<file path="config.mk">
export PLATFORM = sky130hd
export DESIGN_NAME = ram_master_flat
export DESIGN_NICKNAME = d
export VERILOG_FILES = /design/src/rtl/ram_if_pkg.sv /design/src/rtl/ram_master_if.sv /design/src/rtl/ram_phase_timer.sv /design/src/rtl/ram_master.sv /design/src/flat_wrapper.sv
export SDC_FILE = /design/constraint.sdc
export NUM_CORES = 1
export LEC_CHECK = 0
export BUFFER_PORTS_ARGS = -buffer_cell sky130_fd_sc_hd__buf_2
export CORE_ASPECT_RATIO = 0.7
export CORE_MARGIN = 5
export CORE_UTILIZATION = 30
export DETAILED_ROUTE_END_ITERATION = 6
export SLEW_MARGIN = 30
export SYNTH_ARGS = -nofsm -noshare
export SYNTH_HDL_FRONTEND = slang
export SYNTH_HIERARCHICAL = 1
export SYNTH_SLANG_ARGS = --single-unit
export TNS_END_PERCENT = 5
</file>
<file path="constraint.sdc">
create_clock -name clk -period 2.3 [get_ports clk]
set_input_delay 0.46 -clock clk [delete_from_list [all_inputs] [get_ports clk]]
set_output_delay 0.46 -clock clk [all_outputs]
set_load 0.005 [all_outputs]
</file>
<file path="src/rtl/ram_if_pkg.sv">
// Shared types and constants for the change-detect RAM initiator.
// Latency: n/a (declarations only).
// Backpressure: n/a.
// Contents: FSM state enum, default bus widths, RAM response encodings,
// and a helper that tells which states wait on the RAM.
package ram_if_pkg;

    localparam int DATA_W_DEF = 32;
    localparam int ADDR_W_DEF = 32;

    // ram_response levels: the RAM drops the line when it latches a new
    // request and raises it again once the operation has been performed.
    localparam logic RAM_RESP_BUSY = 1'b0;
    localparam logic RAM_RESP_DONE = 1'b1;

    typedef enum logic [2:0] {
        IDLE   = 3'd0,
        P_LOW  = 3'd1,
        P_HIGH = 3'd2,
        W_LOW  = 3'd3,
        W_HIGH = 3'd4,
        RESP   = 3'd5
    } state_t;

    // States in which the controller is waiting on a RAM phase and the
    // phase timer must run.
    function automatic logic is_wait_state(input state_t s);
        return (s == P_LOW) || (s == P_HIGH) || (s == W_LOW) || (s == W_HIGH);
    endfunction

endpackage

</file>
<file path="src/rtl/ram_master_if.sv">
// Bundle of the request/response front end and the RAM-side bus.
// Latency: n/a (wires only).
// Backpressure: req_valid/req_ready on the front end; the RAM side is paced by ram_response.
// Ports: master = controller view (drives req_ready, rsp_*, ram_data/addr/wr);
//        slave  = environment view (drives req_*, ram_response, ram_out).
interface ram_master_if
    import ram_if_pkg::*;
#(
    parameter int DATA_W = DATA_W_DEF,
    parameter int ADDR_W = ADDR_W_DEF
);

    logic              req_valid;
    logic              req_ready;
    logic              req_wr;
    logic [ADDR_W-1:0] req_addr;
    logic [DATA_W-1:0] req_wdata;

    logic              rsp_valid;
    logic [DATA_W-1:0] rsp_rdata;
    logic              rsp_err;

    logic [DATA_W-1:0] ram_data;
    logic [ADDR_W-1:0] ram_addr;
    logic              ram_wr;
    logic              ram_response;
    logic [DATA_W-1:0] ram_out;

    modport master (
        input  req_valid, req_wr, req_addr, req_wdata, ram_response, ram_out,
        output req_ready, rsp_valid, rsp_rdata, rsp_err, ram_data, ram_addr, ram_wr
    );

    modport slave (
        output req_valid, req_wr, req_addr, req_wdata, ram_response, ram_out,
        input  req_ready, rsp_valid, rsp_rdata, rsp_err, ram_data, ram_addr, ram_wr
    );

endinterface

</file>
<file path="src/rtl/ram_phase_timer.sv">
// Watchdog for a single RAM phase: counts cycles while enabled, restarts on clear.
// Latency: expired is combinational from the count; it is high on the TIMEOUT-th enabled cycle.
// Backpressure: none.
// Ports: clk, rst (sync, active high), clear (restart), enable (count), expired.
module ram_phase_timer #(
    parameter int TIMEOUT = 16
) (
    input  logic clk,
    input  logic rst,
    input  logic clear,
    input  logic enable,
    output logic expired
);

    localparam int CW = $clog2(TIMEOUT + 1);

    logic [CW-1:0] count;

    always_ff @(posedge clk) begin
        if (rst) begin
            count <= '0;
        end else if (clear) begin
            count <= '0;
        end else if (enable) begin
            count <= count + 1'b1;
        end
    end

    // High on the edge at which the count would reach TIMEOUT, so the owner
    // leaves the phase after exactly TIMEOUT cycles in it.
    assign expired = enable && (count == CW'(TIMEOUT - 1));

endmodule

</file>
<file path="src/rtl/ram_master.sv">
// Initiator for the change-detect RAM: one request at a time, response-fall-then-rise acknowledge.
// Latency: accept edge to rsp_valid sampled = 3 cycles, 5 when a perturb cycle is needed.
// Backpressure: req_ready only in IDLE; requests outside IDLE are ignored, nothing is queued.
// Ports: clk, rst (sync, active high), bus (ram_master_if.master: req_*, rsp_*, ram_*).
module ram_master
    import ram_if_pkg::*;
#(
    parameter int DATA_W  = DATA_W_DEF,
    parameter int ADDR_W  = ADDR_W_DEF,
    parameter int TIMEOUT = 16
) (
    input  logic         clk,
    input  logic         rst,
    ram_master_if.master bus
);

    state_t state, state_next;

    logic [DATA_W-1:0] ram_data_q, ram_data_next;
    logic [ADDR_W-1:0] ram_addr_q, ram_addr_next;
    logic              ram_wr_q, ram_wr_next;
    logic              load_ram;

    logic [DATA_W-1:0] cap_wdata;
    logic              cap_wr;
    logic              capture;

    logic [DATA_W-1:0] rsp_rdata_q, rsp_rdata_next;
    logic              rsp_err_q, rsp_err_next;
    logic              load_rsp;

    logic timer_clr, timer_en, timer_exp;

    // The RAM outputs are only ever changed on a load, so they always hold
    // exactly what the RAM last saw: they double as the last_data/last_wr
    // shadow used to guarantee a visible change on every new request.
    logic [DATA_W-1:0] last_data;
    logic              last_wr;
    assign last_data = ram_data_q;
    assign last_wr   = ram_wr_q;

    assign timer_en  = is_wait_state(state);
    assign timer_clr = (state_next != state);

    ram_phase_timer #(
        .TIMEOUT (TIMEOUT)
    ) u_timer (
        .clk     (clk),
        .rst     (rst),
        .clear   (timer_clr),
        .enable  (timer_en),
        .expired (timer_exp)
    );

    always_ff @(posedge clk) begin
        if (rst) begin
            state       <= IDLE;
            ram_data_q  <= '0;
            ram_addr_q  <= '0;
            ram_wr_q    <= 1'b0;
            cap_wdata   <= '0;
            cap_wr      <= 1'b0;
            rsp_rdata_q <= '0;
            rsp_err_q   <= 1'b0;
        end else begin
            state <= state_next;
            if (load_ram) begin
                ram_data_q <= ram_data_next;
                ram_addr_q <= ram_addr_next;
                ram_wr_q   <= ram_wr_next;
            end
            if (capture) begin
                cap_wdata <= bus.req_wdata;
                cap_wr    <= bus.req_wr;
            end
            if (load_rsp) begin
                rsp_rdata_q <= rsp_rdata_next;
                rsp_err_q   <= rsp_err_next;
            end
        end
    end

    always_comb begin
        state_next     = state;
        load_ram       = 1'b0;
        ram_data_next  = ram_data_q;
        ram_addr_next  = ram_addr_q;
        ram_wr_next    = ram_wr_q;
        capture        = 1'b0;
        load_rsp       = 1'b0;
        rsp_rdata_next = '0;
        rsp_err_next   = 1'b0;

        case (state)
            IDLE: begin
                if (bus.req_valid) begin
                    capture       = 1'b1;
                    load_ram      = 1'b1;
                    ram_addr_next = bus.req_addr;
                    if (!bus.req_wr) begin
                        // Inverting the shadow guarantees a data change.
                        ram_wr_next   = 1'b0;
                        ram_data_next = ~last_data;
                        state_next    = W_LOW;
                    end else if ((bus.req_wdata != last_data) || !last_wr) begin
                        ram_wr_next   = 1'b1;
                        ram_data_next = bus.req_wdata;
                        state_next    = W_LOW;
                    end else begin
                        // Identical write would be invisible to the RAM:
                        // issue a dummy read of inverted data first.
                        ram_wr_next   = 1'b0;
                        ram_data_next = ~bus.req_wdata;
                        state_next    = P_LOW;
                    end
                end
            end

            P_LOW: begin
                if (bus.ram_response == RAM_RESP_BUSY) begin
                    state_next = P_HIGH;
                end else if (timer_exp) begin
                    load_ram   = 1'b0;
                    load_rsp   = 1'b1;
                    rsp_err_next = 1'b1;
                    state_next = RESP;
                end
            end

            P_HIGH: begin
                if (bus.ram_response == RAM_RESP_DONE) begin
                    load_ram      = 1'b1;
                    ram_wr_next   = 1'b1;
                    ram_data_next = cap_wdata;
                    state_next    = W_LOW;
                end else if (timer_exp) begin
                    load_rsp     = 1'b1;
                    rsp_err_next = 1'b1;
                    state_next   = RESP;
                end
            end

            W_LOW: begin
                // A high level here is left over from the previous
                // operation; only the fall means our request was latched.
                if (bus.ram_response == RAM_RESP_BUSY) begin
                    state_next = W_HIGH;
                end else if (timer_exp) begin
                    load_rsp     = 1'b1;
                    rsp_err_next = 1'b1;
                    state_next   = RESP;
                end
            end

            W_HIGH: begin
                if (bus.ram_response == RAM_RESP_DONE) begin
                    load_rsp       = 1'b1;
                    rsp_rdata_next = cap_wr ? '0 : bus.ram_out;
                    state_next     = RESP;
                end else if (timer_exp) begin
                    load_rsp     = 1'b1;
                    rsp_err_next = 1'b1;
                    state_next   = RESP;
                end
            end

            RESP: begin
                state_next = IDLE;
            end

            default: begin
                state_next = IDLE;
            end
        endcase
    end

    assign bus.req_ready = (state == IDLE) && !rst;
    assign bus.rsp_valid = (state == RESP);
    assign bus.rsp_rdata = rsp_rdata_q;
    assign bus.rsp_err   = rsp_err_q;
    assign bus.ram_data  = ram_data_q;
    assign bus.ram_addr  = ram_addr_q;
    assign bus.ram_wr    = ram_wr_q;

endmodule

</file>
<file path="src/flat_wrapper.sv">
// flat-port wrapper written by rule: the top's interface ports become plain ports
module ram_master_flat import ram_if_pkg::*;
#(
    parameter int DATA_W  = DATA_W_DEF,
    parameter int ADDR_W  = ADDR_W_DEF,
    parameter int TIMEOUT = 16
)
  (clk, rst, bus_req_valid, bus_req_wr, bus_req_addr, bus_req_wdata, bus_ram_response, bus_ram_out, bus_req_ready, bus_rsp_valid, bus_rsp_rdata, bus_rsp_err, bus_ram_data, bus_ram_addr, bus_ram_wr);
  ram_master_if #(.DATA_W(DATA_W), .ADDR_W(ADDR_W)) bus_i ();
  input  logic clk;
  input  logic rst;
  input wire logic [$bits(bus_i.req_valid)-1:0] bus_req_valid;
  input wire logic [$bits(bus_i.req_wr)-1:0] bus_req_wr;
  input wire logic [$bits(bus_i.req_addr)-1:0] bus_req_addr;
  input wire logic [$bits(bus_i.req_wdata)-1:0] bus_req_wdata;
  input wire logic [$bits(bus_i.ram_response)-1:0] bus_ram_response;
  input wire logic [$bits(bus_i.ram_out)-1:0] bus_ram_out;
  output wire logic [$bits(bus_i.req_ready)-1:0] bus_req_ready;
  output wire logic [$bits(bus_i.rsp_valid)-1:0] bus_rsp_valid;
  output wire logic [$bits(bus_i.rsp_rdata)-1:0] bus_rsp_rdata;
  output wire logic [$bits(bus_i.rsp_err)-1:0] bus_rsp_err;
  output wire logic [$bits(bus_i.ram_data)-1:0] bus_ram_data;
  output wire logic [$bits(bus_i.ram_addr)-1:0] bus_ram_addr;
  output wire logic [$bits(bus_i.ram_wr)-1:0] bus_ram_wr;
  assign bus_i.req_valid = bus_req_valid;
  assign bus_i.req_wr = bus_req_wr;
  assign bus_i.req_addr = bus_req_addr;
  assign bus_i.req_wdata = bus_req_wdata;
  assign bus_i.ram_response = bus_ram_response;
  assign bus_i.ram_out = bus_ram_out;
  assign bus_req_ready = bus_i.req_ready;
  assign bus_rsp_valid = bus_i.rsp_valid;
  assign bus_rsp_rdata = bus_i.rsp_rdata;
  assign bus_rsp_err = bus_i.rsp_err;
  assign bus_ram_data = bus_i.ram_data;
  assign bus_ram_addr = bus_i.ram_addr;
  assign bus_ram_wr = bus_i.ram_wr;
  ram_master #(.DATA_W(DATA_W), .ADDR_W(ADDR_W), .TIMEOUT(TIMEOUT)) u_core (.clk(clk), .rst(rst), .bus(bus_i));
endmodule
</file>
Yosys cells after proc, flatten, opt, wreduce, memory -nomap -nowiden

Cells that the tools add are included.

Logic and storage cells: 69
Bits in latches: 0
Register bits: 139
ROM bits: 0
Bits of input ports: 101
Memory bits (writable): 0
Memories: 0
Output and inout bits: 100

Divide/modulo/power cells: 0
Multipliers: 0
Magnitude comparators: 0
Bitwise gates (word level): 2
Equality and inequality tests: 10
Mux-type cells: 32
$add $sub $neg: 1
Reduce and logical (&&, ||, !) cells: 15
Shifts and indexed selects: 0

Operator list:

| operator              | number |
|---|---|
| $mux W32              | 7 |
| $not A32 Y32          | 2 |
| $pmux W32 S2          | 1 |
| $ne A32 B32 Y1        | 1 |
| $mux W3               | 7 |
| $pmux W3 S5           | 1 |
| $mux W1               | 11 |
| $eq A3 B2 Y1 const B  | 2 |
| $eq A3 B3 Y1 const B  | 2 |
| $pmux W1 S2           | 3 |
| $reduce_or A2 Y1      | 3 |
| $add A5 B1 Y5 const B | 1 |
| $eq A5 B4 Y1 const B  | 1 |
| $logic_or A1 B1 Y1    | 4 |
| $ne A2 B2 Y1 const B  | 2 |
| $reduce_and A4 Y1     | 1 |
| $eq A3 B1 Y1 const B  | 1 |
| $logic_not A3 Y1      | 1 |
| $ne A3 B3 Y1          | 1 |
| $pmux W1 S3           | 1 |
| $reduce_and A3 Y1     | 1 |
| $logic_and A1 B1 Y1   | 2 |
| $logic_not A1 Y1      | 2 |
| $mux W2               | 1 |
| $reduce_bool A2 Y1    | 1 |

Depth between registers and ports, before layout

Gate-level depths: netlist (run 1).

Depth in word-level cells: 10
Mapped depth: 12
Gate-level depth less buffers: 10

By module

The synthesis (run 1) kept the hierarchy.

Modules (own cells, without submodules):

| module          | area an instance (µm²) | instances | seq. area each (µm²) | cells an instance |
|---|---|---|---|---|
| ram_master      | 6148.4                 | 1         | 2682.6               | 762 |
| ram_phase_timer | 280.3                  | 1         | 100.1                | 24 |

Least setup slack after synthesis (run 1)

OpenSTA, ideal clock, no wires.

Path type: register to register
Start: register u_core.state[0]
End: register u_core.u_timer.count[3]
Setup slack: -0.240 ns
Arrival: 2.419 ns
Setup time: 0.121 ns
Data required time: 2.179 ns
Clock period less this slack: 2.540 ns
Stages on the path, launching flop included: 13
Path buffers: 3
Path through: dfxtp_1 -> buf_2 -> nor2_1 -> xnor2_1 -> buf_6 -> and2_2 -> clkbuf_1 -> o21ai_0 -> o21ai_0 -> o22ai_1 -> o21ai_0 -> nor3b_1 -> mux2_4

Longest elaborated chain between the ends: 10
Elaborated cells on any way between the ends: 18
Those cells by class: eq/ne: 5; mux: 7; reduce/logical: 6

RTL lines:

| item                                         | line                  | RTL |
|---|---|---|
| start, declared                              | ram_master.sv:17      | `state_t state, state_next;` |
| start signal, assigned                       | ram_master.sv:66      | `state <= state_next;` |
| $eq A3 B1 Y1 or $eq A3 B2 Y1 (tied branches) | ram_if_pkg.sv:28      | `return (s == P_LOW) \|\| (s == P_HIGH) \|\| (s == W_LOW) \|\| (s == W_HIGH);` |
| $logic_or A1 B1 Y1 (2 in series)             | ram_if_pkg.sv:28      |  |
| $logic_or A1 B1 Y1 (*)                       | ram_if_pkg.sv:28      |  |
| named net u_core.timer_en                    | ram_master.sv:32      | `logic timer_clr, timer_en, timer_exp;` |
| $logic_and A1 B1 Y1 (*)                      | ram_phase_timer.sv:31 | `assign expired = enable && (count == CW'(TIMEOUT - 1));` |
| named net u_core.timer_exp                   | ram_master.sv:32      |  |
| $mux W3 (*)                                  | --                    |  |
| $mux W3, on equally long branches            | --                    |  |
| $pmux W3 S5 (*)                              | ram_master.sv:94      | `case (state)` |
| $ne A3 B3 Y1 (*)                             | ram_master.sv:43      | `assign timer_clr = (state_next != state);` |
| named net u_core.timer_clr                   | ram_master.sv:32      |  |
| $reduce_or A2 Y1 (no source line) (*)        | --                    |  |
| end signal, assigned                         | ram_phase_timer.sv:25 | `count <= count + 1'b1;` |
| end, declared                                | ram_phase_timer.sv:17 | `logic [CW-1:0] count;` |

The timed path passes the listed nets; every way through them passes the cells marked *.
A chain may end at the register's enable or synchronous reset.

Final worst setup path (run 1)

Start: register u_core.u_timer.count[0]
End: register u_core.rsp_err_q, in the netlist u_core/bus.rsp_err

Longest elaborated chain between the ends: 5
Elaborated cells on any way between the ends: 8
Those cells by class: eq/ne: 1; mux: 6; reduce/logical: 1

RTL lines:

| item                                       | line                                 | RTL |
|---|---|---|
| $eq A5 B4 Y1 (*)                           | ram_phase_timer.sv:31                |  |
| $logic_and A1 B1 Y1 (*)                    | ram_phase_timer.sv:31                |  |
| named net u_core.timer_exp                 | ram_master.sv:32                     |  |
| $mux W1 (*)                                | --                                   |  |
| $mux W1, on equally long branches          | ram_master.sv:156, ram_master.sv:120 |  |
| $pmux W1 S3 or $pmux W1 S2 (tied branches) | ram_master.sv:94                     |  |
| end signal, assigned                       | ram_master.sv:78                     | `rsp_err_q <= rsp_err_next;` |
| end, declared                              | ram_master.sv:29                     | `logic rsp_err_q, rsp_err_next;` |

Marks and branches as above.

==> results of run 1 <==
-- worst paths after layout --
check	startpoint	to	slack (ns)	cells past startpoint
max	u_core/u_timer/count[0]$_SDFFE_PP0P_	u_core/bus.rsp_err$_SDFFE_PP0P_	0.16	10
min	bus_req_addr[0]	u_core/bus.ram_addr[0]$_SDFFE_PP0P_	0.27	3
max reg2reg	u_core/u_timer/count[0]$_SDFFE_PP0P_	u_core/bus.rsp_err$_SDFFE_PP0P_	0.16	10
min reg2reg	u_core/bus.ram_addr[24]$_SDFFE_PP0P_	u_core/bus.ram_addr[24]$_SDFFE_PP0P_	0.45	2
-- cells by family (layout without fill, tap and decap cells) --
group           Yosys count  after routing  share of synthesized area [%]
simple gates            312            312                          21.72
compound gates          217            217                          24.43
flops                   139            139                          43.29
buf+inv                  79            267                          5.002
xor+xnor                 34             34                          4.632
mux                       3              3                         0.5449
fa+ha+maj                 2              2                         0.3892
-- metrics by stage --
stage / setup TNS (ns) / utilization, % / power (mW) / instances / setup slack (ns)
4_1_cts: 0 / 40.50 / 7.195 / 1250 / 0.1142
6_report: 0 / 40.50 / 7.119 / 1250 / 0.1589
5_1_grt: 0 / 40.50 / 7.483 / 1250 / 0.01261
3_3_place_gp: 0 / 37.37 / 4.131 / 1218 / 0.07094
3_5_place_dp: 0 / 37.37 / 4.148 / 1218 / 0.08892
2_1_floorplan: -0.2069 / - / 3.556 / 786 / -0.006896
-- state kept, by name, summed over array words and instances, names as in the netlist --
register and flops:
u_core/bus.rsp_err 1, u_core/cap_wdata 32, u_core/state 3, u_core/bus.ram_addr 32
u_core/bus.ram_data 32, u_core/bus.rsp_rdata 32, u_core/bus.ram_wr 1, u_core/u_timer/count 5
u_core/cap_wr 1
-- cells in the mapped netlist, types with 2 or more instances --
library cell,number,area [um^2]
dfxtp_1,139,2783
nand2_1,132,495.5
nor2_1,106,397.9
a21oi_1,67,335.3
o31a_1,62,543.0
clkbuf_1,58,217.7
nor4_1,44,275.3
a2111oi_0,32,280.3
a22oi_1,32,240.2
xor2_1,31,271.5
buf_2,11,55.05
o21ai_0,10,50.05
inv_1,5,18.77
nor3_1,5,25.02
nand3_1,4,20.02
nand3b_1,4,30.03
a31oi_1,3,18.77
buf_1,3,11.26
nand2b_1,3,18.77
nor3b_1,3,22.52
xnor2_1,3,26.28
a211oi_1,2,15.01
ha_1,2,25.02
mux2i_1,2,20.02
nand4_1,2,12.51
-- layout by cell type (no fill, tap or decap), types with 3 or more instances in the layout --
| master | synthesis | layout |
|---|---|---|
| a2111oi_0 | 32 | 32 |
| a21oi_1 | 67 | 66 |
| a22oi_1 | 32 | 32 |
| a31oi_1 | 3 | 3 |
| buf_12 | 0 | 7 |
| buf_2 | 11 | 199 |
| buf_4 | 1 | 24 |
| bufinv_16 | 0 | 3 |
| clkbuf_16 | 0 | 17 |
| clkinv_8 | 0 | 4 |
| dfxtp_1 | 139 | 139 |
| inv_1 | 5 | 5 |
| inv_6 | 0 | 4 |
| nand2_1 | 132 | 132 |
| nand2b_1 | 3 | 3 |
| nand3b_1 | 4 | 4 |
| nor2_1 | 106 | 104 |
| nor3_1 | 5 | 5 |
| nor3b_1 | 3 | 3 |
| nor4_1 | 44 | 44 |
| o21ai_0 | 10 | 8 |
| o31a_1 | 62 | 62 |
| xnor2_1 | 3 | 3 |
| xor2_1 | 31 | 31 |
-- report_power, final --
| group | switching (mW) | leakage (nW) | internal, mW |
|---|---|---|---|
| Sequential | 0.171 | 1.14 | 2.62 |
| Combinational | 0.766 | 2.11 | 0.546 |
| Clock | 1.25 | 0.314 | 1.77 |
-- what timing repair did --
item	4_1_cts	5_1_grt
buffers inserted	0	0
hold buffers	0	0
gates resized for setup	0	1
setup endpoints to repair	0	2
-- worst max-delay path: stages (launching register included) --
cell	delay (ns)
dfxtp_1	0.31
ha_1	0.22
and3_1	0.19
ha_1	0.16
and2_2	0.22
buf_4	0.16
o2bb2ai_1	0.13
a21oi_2	0.21
buf_4	0.19
nand2b_1	0.06
and3b_1	0.18
-- final cells by class --
cell class | count | area, um^2 | area share, %
Inverter | 5 | 18.77 | 0.2215
Timing Repair Buffer | 230 | 1316 | 15.53
Clock buffer | 17 | 425.4 | 5.021
Tap cell | 276 | 345.3 | 4.076
Clock inverter | 15 | 229.0 | 2.702
Multi-Input combinational cell | 568 | 3356 | 39.60
Sequential cell | 139 | 2783 | 32.84
-- per-layer routing --
layer	wire [um]	GRT usage, %	up-vias
met2	9413	25.66	226
met3	1819	6.502	21
met4	204	3.667	4
met5	21	0	-
met1	9698	23.02	3095
li1	-	-	3176
==> metrics.md, run 1 <==
| Metric | Value |
|---|---|
| Slew HR | `roughly 46%` |
| Inserted Clock Buffers | `17` |
| Pwr Density | `840.2 mW/mm^2` |
| Hold/Removal Path Class | `in -> reg` |
| Count of flip-flops with a built-in enable after synthesis | `0` |
| Async set-reset flop share out of synthesis | `0%` |
| Initial Util | `around 30%` |
| Routed Antenna Nets | `0` |
| Final cell area excluding filler cells | `0.008473 mm^2` |
| Vias in the first global route | `a little over 6000` |
| Slew at the pin closest to its max-slew limit | `0.8078 ns` |
| Die Ht | `roughly 130 um` |
| FP Rows | `44` |
| GRT Overall Usage | `roughly 17%` |
| Post-DP Area | `0.007819 mm^2` |
| Status | `finished, final reports clean` |
| Total core area | `between 0.02 and 0.025 mm^2` |
| Final nets | `approximately 1100` |
| Layout cells sized above 1 | `approximately 28%` |
| Worst-path clk slew | `0.07 ns` |
| Netlist cell types | `between 40 and 50` |
| Grt ovf | `0` |
| Clk sinks | `about 140` |
| Final Cycle Share | `approximately 93%` |
| WL/cell | `~17 um` |
| CP Class | `reg -> reg` |
| CP Capture Type | `register` |
| Input/output buffers | `200` |
| Antenna violations before repair | `2` |
| Min Tclk post-route | `between 2 and 2.5 ns` |
| H-Tree Depth | `4` |
| Die span in x | `about 180 um` |
| Layout Skew | `0.01329 ns` |
| Via count | `approximately 6500` |
| Worst Path Arrival | `between 2 and 2.5 ns` |
| Layout area overhead | `31.80%` |
| Hold_ws | `0.2654 ns` |
| Final setup vio count | `0` |
| Gpl congestion | `about 0.8` |
| Pin count of the biggest net entering global routing | `just under 70` |
| CTS max path bufs | `2` |
| Part of the Yosys area used for sequential elements | `~43%` |
| Synthesis-stage register bit count | `~140` |
| Cells after Synth | `786` |
| VDD IR-drop max | `0.4008 mV` |
| Max Clk Rate | `approximately 470 MHz` |
| DRC violations left | `0` |
| Max Cap Viol | `0` |
| First-pass GRT wire length | `between 30000 and 40000 um` |
| Syn Nets | `between 800 and 900` |
| Req. time, crit path | `2.61 ns` |
| YS warnings | `6` |
| Final count of hold timing violations | `0` |
| Synth Flop Type | `dfxtp_1` |
| CTS tree | `built` |
| Slew Limit Fails | `0` |
| Mapped Area | `between 0.006 and 0.007 mm^2` |
| DRT iter0 DRCs | `397` |
| Root Buffer | `clkbuf_16` |
| Mean area per synthesized cell | `about 8.2 um^2` |
| Fillers | `between 2000 and 2500` |
| Leak pwr | `3.562 nW` |
| RSZ-0062 raised after global routing | `false` |
| Total die area | `~0.025 mm^2` |
| Detailed Route WL | `~21000 um` |
| Max FO, Critical Path | `8` |
| Io pins | `201` |
| Critical Path Start Type | `register` |
| Antenna cell count | `0` |
| Pre-Repair DR Iteration Count | `7` |
| Vias per inst | `5.218` |
| Detailed Place HPWL | `14240 um` |
| Worst-Skew Late Latency | `~0.43 ns` |
No activity file was read; power rests on OpenSTA's default activity.
==> inputs of run 2 (changes only) <==
--- a/config.mk
+++ b/config.mk
@@ -10,9 +10,9 @@
 export CORE_MARGIN = 5
 export CORE_UTILIZATION = 30
 export DETAILED_ROUTE_END_ITERATION = 6
+export MAX_ROUTING_LAYER = met4
 export SLEW_MARGIN = 30
 export SYNTH_ARGS = -nofsm -noshare
 export SYNTH_HDL_FRONTEND = slang
-export SYNTH_HIERARCHICAL = 1
 export SYNTH_SLANG_ARGS = --single-unit
 export TNS_END_PERCENT = 5
==> metrics.md, run 2 <==
| Metric | Value |
|---|---|
| Status | `finished, final reports clean` |
| Slew Limit Fails | `0` |
| Max FO, Critical Path | `30` |
| Fillers | `approximately 1900` |
| Most common cell after layout, fill and taps aside | `buf_2` |
| Grt ovf | `0` |
| Die Ht | `between 100 and 150 um` |
| Post-DP Area | `between 0.007 and 0.008 mm^2` |
| Max Clk Rate | `between 400 and 500 MHz` |
| Layout cells sized above 1 | `between 30% and 40%` |
| WL/cell | `approximately 16 um` |
| Top cells by instance count after synthesis | `139 x dfxtp_1, 135 x nand2_1, 67 x a21oi_1, 64 x a22oi_1, 47 x nor2_1` |
| CP max stage delay | `around 0.33 ns` |
| Power after layout | `~6.6 mW` |
| Final nets | `between 900 and 1000` |
| Pwr Density | `approximately 870 mW/mm^2` |
| Slew HR | `around three fifths` |
| Final Cycle Share | `92.24%` |
| Root Buffer | `clkbuf_16` |
| Post-synthesis compound-gate area fraction | `about a fifth` |
| Final count of hold timing violations | `0` |
| Worst-path clk slew | `~0.060 ns` |
| Post-CTS sizing | `0` |
| Io pins | `201` |
| Total core area | `around 0.019 mm^2` |
| Gpl congestion | `between 0.7 and 0.8` |
| Min Tclk post-route | `roughly 2.1 ns` |
| Adder-Cell Fraction of Synth Area | `less than 1%` |
| RSZ-0062 raised after global routing | `false` |
| Post-synthesis simple-gate area fraction | `15.01%` |
| Via count | `5374` |
| Top cell type's share of synthesized area | `48.44%` |
| Synth Flop Type | `dfxtp_1` |
| Inserted Clock Buffers | `17` |
| Cell breakdown of the critical path | `ha_1 -> and3_1 -> ha_1 -> nor2_1 -> nor3b_1 -> a31oi_1 -> o22a_1 -> buf_12 -> nand2b_1 -> and3_1` |
| Final Instance Count excl. Fillers | `1098` |
| CP Class | `reg -> reg` |
| Slowest cell on the critical path | `dfxtp_1` |
| CP Capture Type | `register` |
| Worst Path Arrival | `around 2.4 ns` |
| Die span in x | `around 180 um` |
| Layout Skew | `0.009223 ns` |
| Synth top area cells | `dfxtp_1 48%, nand2_1 8.8%, a22oi_1 8.4%` |
| Most frequent cells in the layout | `199 x buf_2, 139 x dfxtp_1, 134 x nand2_1` |
| Netlist cell types | `35` |
| Vias per inst | `4.894` |
| FF/Latch Area | `~0.0028 mm^2` |
| Critical Path Start Type | `register` |
| Worst-Skew Late Latency | `approximately 0.4 ns` |
| Total die area | `between 0.02 and 0.025 mm^2` |
| CTS tree | `built` |
| XOR/XNOR Fraction of Synth Area | `10.37%` |
| Cells after Synth | `653` |
| Post-CTS Repair Setup Buffers | `0` |
| Detailed Route WL | `approximately 18000 um` |
| Vias in the first global route | `5058` |
| Most frequent cell after synthesis | `dfxtp_1` |
| Req. time, crit path | `between 2 and 3 ns` |
| Mux cell area share after synthesis | `0.3485%` |
| DRT iter0 DRCs | `just under 400` |
| Final setup vio count | `0` |
| Max Cap Viol | `0` |
| Pre-CTS WS | `approximately 0.17 ns` |
| Hold/Removal Path Class | `in -> reg` |
| Slew at the pin closest to its max-slew limit | `0.6215 ns` |
| Mean area per synthesized cell | `8.797 um^2` |
| Input/output buffers | `200` |
| Clk sinks | `139` |
| Syn Nets | `756` |
| Part of the Yosys area used for sequential elements | `48.44%` |
| Count of flip-flops with a built-in enable after synthesis | `0` |
| GRT Overall Usage | `between 10% and 20%` |
| Antenna violations before repair | `2` |
| Pin count of the biggest net entering global routing | `67` |
| Detailed Place HPWL | `between 10000 and 15000 um` |
| Leak pwr | `~3.2 nW` |
| Total negative slack | `0 ns` |
| Initial Util | `between 30% and 40%` |
| YS warnings | `0` |
| Synthesis-stage register bit count | `approximately 140` |
| FP Rows | `42` |
| Largest family of logic cells by synthesized area | `compound AO/OA/AOI/OAI gates` |
| Routed Antenna Nets | `0` |
| Worst Slack Setup Final | `approximately 0.18 ns` |
| DRC violations left | `0` |
| VDD IR-drop max | `about 0.34 mV` |
| Async set-reset flop share out of synthesis | `0%` |
| CTS max path bufs | `2` |
| H-Tree Depth | `4` |
| Final cell area excluding filler cells | `0.007597 mm^2` |
| Area leader, netlist | `dfxtp_1` |
| Layout area overhead | `32.26%` |
| Pre-Repair DR Iteration Count | `5` |
| Mapped Area | `between 0.005 and 0.006 mm^2` |
| # hold bufs at CTS | `0` |
| Multi-input logic area | `~0.0027 mm^2` |
| Placed Cells | `about 1100` |
| First-pass GRT wire length | `27310 um` |
==> run 2: cell types whose count changed in the layout (fill, tap and decap cells not counted), moves of 7 or more <==
cell / delta
nor2_1: -59
o31a_1: -62
o221ai_1: +30
nor4_1: -42
a2111oi_0: -32
a22oi_1: +32
xor2_1: +7
buf_4: -9
xnor2_1: +27
==> run 2: layout make-up <==
cell class,count,share of cell area [%]
Sequential cell,139,36.63
Multi-Input combinational cell,457,35.92
Timing Repair Buffer,218,15.65
Clock buffer,18,5.781
Tap cell,242,3.986
Clock inverter,14,1.597
Inverter,7,0.3458
Antenna cell,3,0.09881
==> run 2: path summary, 6_finish.rpt <==
kind / from / endpoint / slack, ns / depth (start not counted)
worst max-delay path: u_core.u_timer.count[0]$_SDFFE_PP0N_ / u_core.bus.rsp_err$_SDFFE_PP0P_ / 0.18 / 10
worst min-delay path: bus_ram_out[23] / u_core.bus.rsp_rdata[23]$_SDFFE_PP0P_ / 0.28 / 3
worst max register to register: u_core.u_timer.count[0]$_SDFFE_PP0N_ / u_core.bus.rsp_err$_SDFFE_PP0P_ / 0.18 / 10
worst min register to register: u_core.bus.ram_addr[28]$_SDFFE_PP0P_ / u_core.bus.ram_addr[28]$_SDFFE_PP0P_ / 0.45 / 2
==> run 2: cells by family after synthesis <==
group / after synthesis
and+or+nand+nor: 209
AOI/OAI and AO/OA: 175
DFF: 139
xor gates and xnor gates: 68
buffers and inverters: 57
adders and majority gates: 3
muxes: 2
==> run 2: metal layers <==
| layer | routed length (um) | up-vias | GRT usage, % | share of wire, % |
|---|---|---|---|---|
| met5 | 0 | - | - | 0 |
| met2 | 7614 | 181 | 22.81 | 43 |
| met1 | 8393 | 2514 | 21.36 | 47 |
| li1 | - | 2661 | - | - |
| met4 | 197 | 0 | 4.063 | 1.1 |
| met3 | 1644 | 18 | 5.632 | 9.2 |
==> run 2: critical path: cells and delay by family, from the launching register on <==
family | cells | cell delay, ns
AOI/OAI and AO/OA | 2 | 0.37
adders and majority gates | 2 | 0.45
buffers and inverters | 1 | 0.20
DFF | 1 | 0.33
and+or+nand+nor | 5 | 0.67
==> run 2: where the power goes <==
group	switching (mW)	internal, mW
Sequential	0.214	2.65
Clock	1.09	1.52
Combinational	0.659	0.496
Total	1.97	4.66
==> run 2: per-stage QoR <==
stage | hold slack, ns | utilization [%]
floorplan | 0.4367 | -
global placement | 0.4389 | 37.26
detailed placement | 0.4430 | 37.26
CTS | 0.2641 | 40.23
global route | 0.2741 | 40.26
finish | 0.2807 | 40.27
